[config.mk]
export PLATFORM = sky130hd
export DESIGN_NAME = tanh_drv
export DESIGN_NICKNAME = d
export VERILOG_FILES = /design/src/rtl/tanh_drv.sv
export SDC_FILE = /design/constraint.sdc
export NUM_CORES = 1
export LEC_CHECK = 0
export CAP_MARGIN = 20
export CORE_MARGIN = 2
export CORE_UTILIZATION = 29
export CTS_CLUSTER_SIZE = 28
export DETAILED_ROUTE_END_ITERATION = 10
export GPL_TIMING_DRIVEN = 0
export HOLD_SLACK_MARGIN = 0.03
export PLACE_DENSITY_LB_ADDON = 0.05
export SKIP_LAST_GASP = 1
export SYNTH_ARGS = -nofsm -noshare
export SYNTH_HDL_FRONTEND = slang
export SYNTH_SLANG_ARGS = --single-unit
[constraint.sdc]
create_clock -name clk -period 1.75 [get_ports clk]
set_input_delay 0.175 -clock clk [delete_from_list [all_inputs] [get_ports clk]]
set_output_delay 0.175 -clock clk [all_outputs]
set_load 0.05 [all_outputs]
[src/rtl/tanh_drv.sv]
// tanh_drv: request/acknowledge driver for a tanh engine.
//
// Accepts one fixed-point operand from an upstream valid/ready port, launches
// the engine with a one-cycle low pulse on wa, waits for the engine's
// result-valid (en), captures the result on the second consecutive en-high
// cycle, acknowledges with a one-cycle comp pulse and presents the result on
// a downstream valid/ready port. A sticky err flags a launch that never saw en.
//
// Ports:
//   clk, rst             clock, asynchronous active-low reset
//   locked               synchronous abort (returns to IDLE, drops operand)
//   in_data/in_valid/in_ready      upstream operand handshake
//   oy, wa, require      operand, start strobe (active low), request pending
//   tanh, en, comp       engine result, result-valid, completion acknowledge
//   out_data/out_valid/out_ready   downstream result handshake
//   err                  sticky timeout flag
module tanh_drv #(
  parameter int unsigned TIMEOUT = 32,
  parameter int unsigned W       = 32
) (
  input  logic         clk,
  input  logic         rst,
  input  logic         locked,
  input  logic [W-1:0] in_data,
  input  logic         in_valid,
  output logic         in_ready,
  output logic [W-1:0] oy,
  output logic         wa,
  output logic         require,
  input  logic [W-1:0] tanh,
  input  logic         en,
  output logic         comp,
  output logic [W-1:0] out_data,
  output logic         out_valid,
  input  logic         out_ready,
  output logic         err
);

  localparam int unsigned CW = (TIMEOUT > 1) ? $clog2(TIMEOUT + 1) : 1;

  typedef enum logic [2:0] {
    S_IDLE,
    S_LAUNCH,
    S_WAIT_EN,
    S_SETTLE,
    S_ACK,
    S_DRAIN
  } state_e;

  state_e         state_q, state_d;
  logic [W-1:0]   oy_q, oy_d;
  logic [W-1:0]   out_data_q, out_data_d;
  logic           out_valid_q, out_valid_d;
  logic           err_q, err_d;
  logic [CW-1:0]  cnt_q, cnt_d;

  logic           accept;
  logic           timeout_hit;
  logic           capture;

  assign in_ready    = (state_q == S_IDLE) && !out_valid_q && !locked;
  assign accept      = in_ready && in_valid;
  // >= rather than == : a SETTLE bounce at the last count must still abort.
  assign timeout_hit = (state_q == S_WAIT_EN) && !en && (cnt_q >= CW'(TIMEOUT - 1));
  // en was high in WAIT_EN to get here; high again means the sign-corrected value.
  assign capture     = (state_q == S_SETTLE) && en;

  // State register
  always_ff @(posedge clk or negedge rst) begin
    if (!rst) state_q <= S_IDLE;
    else      state_q <= state_d;
  end

  // Next-state logic; locked overrides every transition
  always_comb begin
    state_d = state_q;
    case (state_q)
      S_IDLE:    if (accept) state_d = S_LAUNCH;
      S_LAUNCH:  state_d = S_WAIT_EN;
      S_WAIT_EN: begin
        if (en)               state_d = S_SETTLE;
        else if (timeout_hit) state_d = S_IDLE;
      end
      S_SETTLE:  state_d = en ? S_ACK : S_WAIT_EN;
      S_ACK:     state_d = S_DRAIN;
      S_DRAIN:   if (!en) state_d = S_IDLE;
      default:   state_d = S_IDLE;
    endcase
    if (locked) state_d = S_IDLE;
  end

  // Engine-facing outputs
  always_comb begin
    wa      = (state_q != S_LAUNCH) || locked;
    comp    = (state_q == S_ACK) && !locked;
    require = (state_q == S_LAUNCH) || (state_q == S_WAIT_EN) ||
              (state_q == S_SETTLE) || (state_q == S_ACK);
  end

  // Datapath next-state
  always_comb begin
    oy_d        = oy_q;
    out_data_d  = out_data_q;
    out_valid_d = out_valid_q;
    err_d       = err_q;
    cnt_d       = cnt_q;
    if (accept) oy_d = in_data;
    if (state_q == S_LAUNCH) cnt_d = '0;
    // Saturating so repeated SETTLE bounces cannot wrap past the abort point.
    if ((state_q == S_WAIT_EN) && (cnt_q < CW'(TIMEOUT))) cnt_d = cnt_q + CW'(1);
    if (timeout_hit && !locked) err_d = 1'b1;
    if (out_valid_q && out_ready) out_valid_d = 1'b0;
    if (capture && !locked) begin
      out_data_d  = tanh;
      out_valid_d = 1'b1;
    end
    if (locked) out_valid_d = 1'b0;
  end

  always_ff @(posedge clk or negedge rst) begin
    if (!rst) begin
      oy_q        <= '0;
      out_data_q  <= '0;
      out_valid_q <= 1'b0;
      err_q       <= 1'b0;
      cnt_q       <= '0;
    end else begin
      oy_q        <= oy_d;
      out_data_q  <= out_data_d;
      out_valid_q <= out_valid_d;
      err_q       <= err_d;
      cnt_q       <= cnt_d;
    end
  end

  assign oy        = oy_q;
  assign out_data  = out_data_q;
  assign out_valid = out_valid_q;
  assign err       = err_q;

endmodule

Yosys cells after proc, flatten, opt, wreduce, memory -nomap -nowiden:

Index checks and enable logic that the tools add are counted.
Widths: inputs -> output; s select.

* output and inout port bits: 70
* word-level logic and storage cells: 52
* register bits: 75
* input port bits: 70

* $lt $le $gt $ge: 2
* mux-type cells: 12
* equality and inequality tests: 9
* reduce and logical (&&, ||, !) cells: 22
* add/subtract/negate cells: 1

Operators with widths (number)
* $mux 3: 6
* $pmux 3 s6: 1
* $mux 6: 2
* $logic_and 1x1->1: 11
* $add 6x1->6 const B: 1
* $eq 3x2->1 const B: 2
* $eq 3x3->1 const B: 2
* $ge 6x5->1 const B: 1
* $lt 6x6->1 const B: 1
* $ne 3x3->1 const B: 2
* $logic_or 1x1->1: 4
* $ne 4x4->1 const B: 1
* $eq 3x1->1 const B: 1
* $logic_not 1->1: 3
* $logic_not 3->1: 1
* $mux 1: 3
* $ne 3x1->1 const B: 1
* $reduce_and 3->1: 1
* $reduce_bool 3->1: 1
* $reduce_bool 2->1: 1

Depth between registers and ports, before layout:

Gate-level depths: netlist of the first run.

* depth in word-level cells: 7
* depth in mapped cells: 4
* gate-level depth less buffers: 4

Least setup slack after synthesis of the first run:

OpenSTA, ideal clock, no wires.

* path type: flip-flop to output port
* from: register state_q[2]
* to: output comp
* slack: -0.802 ns
* stages on the path, launching flop included: 3
* buffers on the path: 1
* data arrival time: 2.377 ns
* required time: 1.575 ns
* path through: dfrtp_1 -> clkbuf_1 -> nor4b_1

* cells in the longest elaborated chain, start to end: 2

Ends and longest elaborated chain
* start: declaration: line 50 `state_e state_q, state_d;`
* start signal: assignment: line 71 `else state_q <= state_d;`
* $eq 3x3->1: line 95 `comp = (state_q == S_ACK) && !locked;`
* $logic_and 1x1->1: line 95
* end: declaration: line 32 `output logic comp,`

No other way between the ends.

Worst setup path after layout of the first run:

* from: register state_q[0]
* to: register cnt_q[4]

* cells in the longest elaborated chain, start to end: 3
* elaborated cells between the ends (all ways): 5
* those cells by class: eq/ne: 2; mux: 1; reduce/logical: 2

Ends and longest elaborated chain
* $eq 3x2->1: line 110 `if ((state_q == S_WAIT_EN) && (cnt_q < CW'(TIMEOUT))) cnt_d = cnt_q + CW'(1);`
* $logic_and 1x1->1: line 110
* $mux 6 / $reduce_bool 2->1 (equally long branches)
* end signal: assignment: line 132 `cnt_q <= cnt_d;`
* end: declaration: line 55 `logic [CW-1:0] cnt_q, cnt_d;`

Several ways; a longest one is shown, not always the timed one.
A chain may end at the register's enable or synchronous reset.

==> results of run 1 <==
cell usage in the layout, fill, tap and decap left out, types with 2 or more instances in the layout:
| cell type | n |
|---|---|
| and3_1 | 2 |
| dlymetal6s2s_1 | 3 |
| a41o_1 | 2 |
| nand3_1 | 3 |
| nand2_1 | 6 |
| buf_6 | 4 |
| nand2b_1 | 3 |
| nor2b_1 | 3 |
| buf_4 | 2 |
| clkinv_2 | 3 |
| a31oi_1 | 2 |
| nor2_1 | 8 |
| dfrtp_1 | 72 |
| nand3_2 | 2 |
| clkdlybuf4s50_1 | 130 |
| clkbuf_8 | 10 |
| nor3b_1 | 2 |
| nor2_4 | 2 |
| o21ai_0 | 3 |
| mux2_1 | 2 |
| dfrtp_2 | 3 |
| mux2_2 | 62 |
| a21oi_1 | 2 |
| buf_2 | 6 |
| clkbuf_4 | 3 |
through the flow:
stage / setup TNS, ns / area, µm²
after global routing: -0.01074 / 4907
after global placement: -198.89 / 4631
after CTS: -0.01450 / 4880
after detailed placement: -17.09 / 4656
final: 0 / 4907
after floorplan: 0 / 3069
cells by family after synthesis:
kind of cell	after synthesis	share of synthesized area, %
xor gates and xnor gates	1	0.2868
AOI/OAI and AO/OA	18	4.384
DFF	75	61.45
buffers and inverters	9	1.966
muxes	64	23.60
adders and majority gates	1	0.4096
and+or+nand+nor	39	7.907
power breakdown:
group | internal (µW) | switching, µW
Clock | 685 | 622
Sequential | 2120 | 212
Combinational | 1070 | 1730
worst max path at each step:
stage | start | to | slack [ns] | cells past startpoint
after global routing | state_q[0]$_DFFE_PN0P_ | comp | -0.01 | 3
after detailed placement | locked | in_ready | -0.50 | 5
after global placement | rst | out_data[14]$_DFFE_PN0P_ | -2.43 | 1
after CTS | state_q[2]$_DFFE_PN0P_ | comp | -0.01 | 3
after floorplan | state_q[2]$_DFFE_PN0P_ | require | 0.07 | 2
final | state_q[0]$_DFFE_PN0P_ | cnt_q[4]$_DFFE_PN0P_ | 0.04 | 4
layer usage:
layer | global-route usage, % | wire length (µm) | vias to the layer above
li1 | - | - | 1053
met1 | 16.80 | 3225 | 1110
met2 | 20.29 | 3476 | 87
met3 | 4.681 | 586 | 9
met4 | 5.566 | 105 | 0
met5 | 0 | 0 | -
registers in the layout (all words and copies together) (netlist names):
register	cells
cnt_q	6
state_q	3
oy	32
out_valid	1
err	1
out_data	32
layout make-up:
cell class	instances	area [µm²]
repair buffers	143	1446
plain buffers	9	71.32
clock inverters	5	53.80
fillers	994	5370
flip-flops and latches	75	1881
multi-input cells	123	1147
clock buffers	10	137.6
well taps	136	170.2
timing repair:
action,CTS,global route
setup buffers,1,1
hold buffers,1,0
gates resized for setup,31,8
endpoints found under the hold margin,31,0
pin swaps,1,0
setup endpoints to repair,36,35
==> flow_summary_export.csv, run 1 <==
group,metric,value,unit
outcome,status,"complete, no violations",
logic_synthesis,synthTopCellsByCount,"75 x dfrtp_1, 62 x mux2_2, 8 x nor2_1",
sta,clock.fmax,586.4,MHz
floorplan,start_util,29.72,%
detailed_routing,drt_iter0_drc,37,
sta,skew,0.01222,ns
global_routing,globalRouteTotalUtil,13.18,%
global_routing,antenna_found_initial,0,
critical_path,critPathMaxFanout,7,
logic_synthesis,ys_ff_latch,75,
job,maxCapViolations,0,
critical_path,rr_startpoint,"state_q[0]$_DFFE_PN0P_",
clocking,clkSlewWorstSetupHoldPaths,0.08,ns
placement,dp_hpwl,5414,µm
sta,fin_crit_sh,97.44,%
placement,pre_cts_ws,-0.5047,ns
critical_path,r2r_cells,4,
placement,io_buffers,139,
logic_synthesis,yosysTopAreaCell,"dfrtp_1",
critical_path,cpMaxStageDelayCell,"or4b_2",
critical_path,rrSetupSlack,0.04,ns
critical_path,crit_path_start_kind,"flip-flop",
critical_path,path_class,"flip-flop to flip-flop",
finish,instances_no_fill,501,
clocking,cts_tree,"done",
detailed_routing,first_pass_iters,4,
critical_path,crit_path_cell_trace,"buf_4 > or4b_2 > o221ai_1 > nand2_1",
critical_path,rr_endpoint,"cnt_q[4]$_DFFE_PN0P_",
finish,final_util,47.75,%
clocking,cts_buffers,9,
floorplan,die_h,106.6,µm
logic_synthesis,yosys_warnings,0,
finish,drive_gt1_share,29.04,%
detailed_routing,viasPerCell,4.509,
logic_synthesis,synth.area.top_cells,"dfrtp_1 61%, mux2_2 23%, buf_6 1.1%",
clocking,cts_buffer_depth,2,
finish,area_growth_syn_to_layout,60.67,%
clocking,htreeDepth,3,
critical_path,worst-path-buf-inv,1,
logic_synthesis,syn_area,3054,µm²
logic_synthesis,synth_edf_count,0,
pwr,vdd_drop_max,0.0006025,V
logic_synthesis,synth_ff_type,"dfrtp_1",
floorplan,coreArea,10280,µm²
sta,drv_slew,0,
placement,place_congestion,0.7988,
placement,place_inst,483,
detailed_routing,vias,2259,
global_routing,grt_max_degree,45,
critical_path,cp.arrival,1.92,ns
floorplan,boundaryPins,140,
pwr,finalPower,6441,µW
logic_synthesis,syn_nets,278,
global_routing,grt_pass1_vias,2313,
finish,antenna_cells,0,
logic_synthesis,postSynthAreaPerCell,14.75,µm²
sta,hold_viol,0,
sta,postLayoutSetupSlackWorst,0.04474,ns
finish,final_nets,432,
global_routing,grt_pass1_wl,11720,µm
pwr,powerDensity,1313,nW/µm²
sta,finalSetupViolCount,0,
global_routing,gr-total-overflow,0,
sta,holdWs,0.3181,ns
pwr,power_leakage,0.002169,µW
logic_synthesis,synth_top_area_share,61.45,%
sta,worst_pin_slew,0.5282,ns
min_path,hold_class,"primary input to asynchronous set/reset pin",
logic_synthesis,ys_types,38,
detailed_routing,drc,0,
detailed_routing,wl_per_cell,14.76,µm
sta,maxSlewHeadroom,64.68,%
sta,layout_min_cycle_time,1.705,ns
clocking,root_buffer,"clkbuf_8",
critical_path,required,1.96,ns
floorplan,row_count,37,
sta,rsz0062_at_grt,"true",
logic_synthesis,synth_most_common_cell,"dfrtp_1",
logic_synthesis,synth-seq-area-share,61.45,%
detailed_routing,wirelength,7393,µm
logic_synthesis,synthArstFlopShare,100.0,%
floorplan,die_area,11370,µm²
critical_path,critPathMaxStageDelay,0.69,ns
detailed_routing,detail-route-antenna-nets,0,
critical_path,endpoint_kind,"flip-flop",
clocking,clk_latency,0.34,ns
critical_path,critPathTopFamily,"simple AND/OR/NAND/NOR gates",
clocking,cts.sinks,75,
floorplan,fp.dieW,106.6,µm
logic_synthesis,syn_inst,207,
No activity file was read; power rests on OpenSTA's default activity.
==> run 2, diff against run 1 <==
--- a/config.mk
+++ b/config.mk
@@ -8,6 +8,7 @@
 export CAP_MARGIN = 20
 export CORE_MARGIN = 2
 export CORE_UTILIZATION = 29
+export CTS_CLUSTER_DIAMETER = 80
 export CTS_CLUSTER_SIZE = 28
 export DETAILED_ROUTE_END_ITERATION = 10
 export GPL_TIMING_DRIVEN = 0
==> results of run 2 <==
Final layout, timing and power as in run 1 (identical DEF).
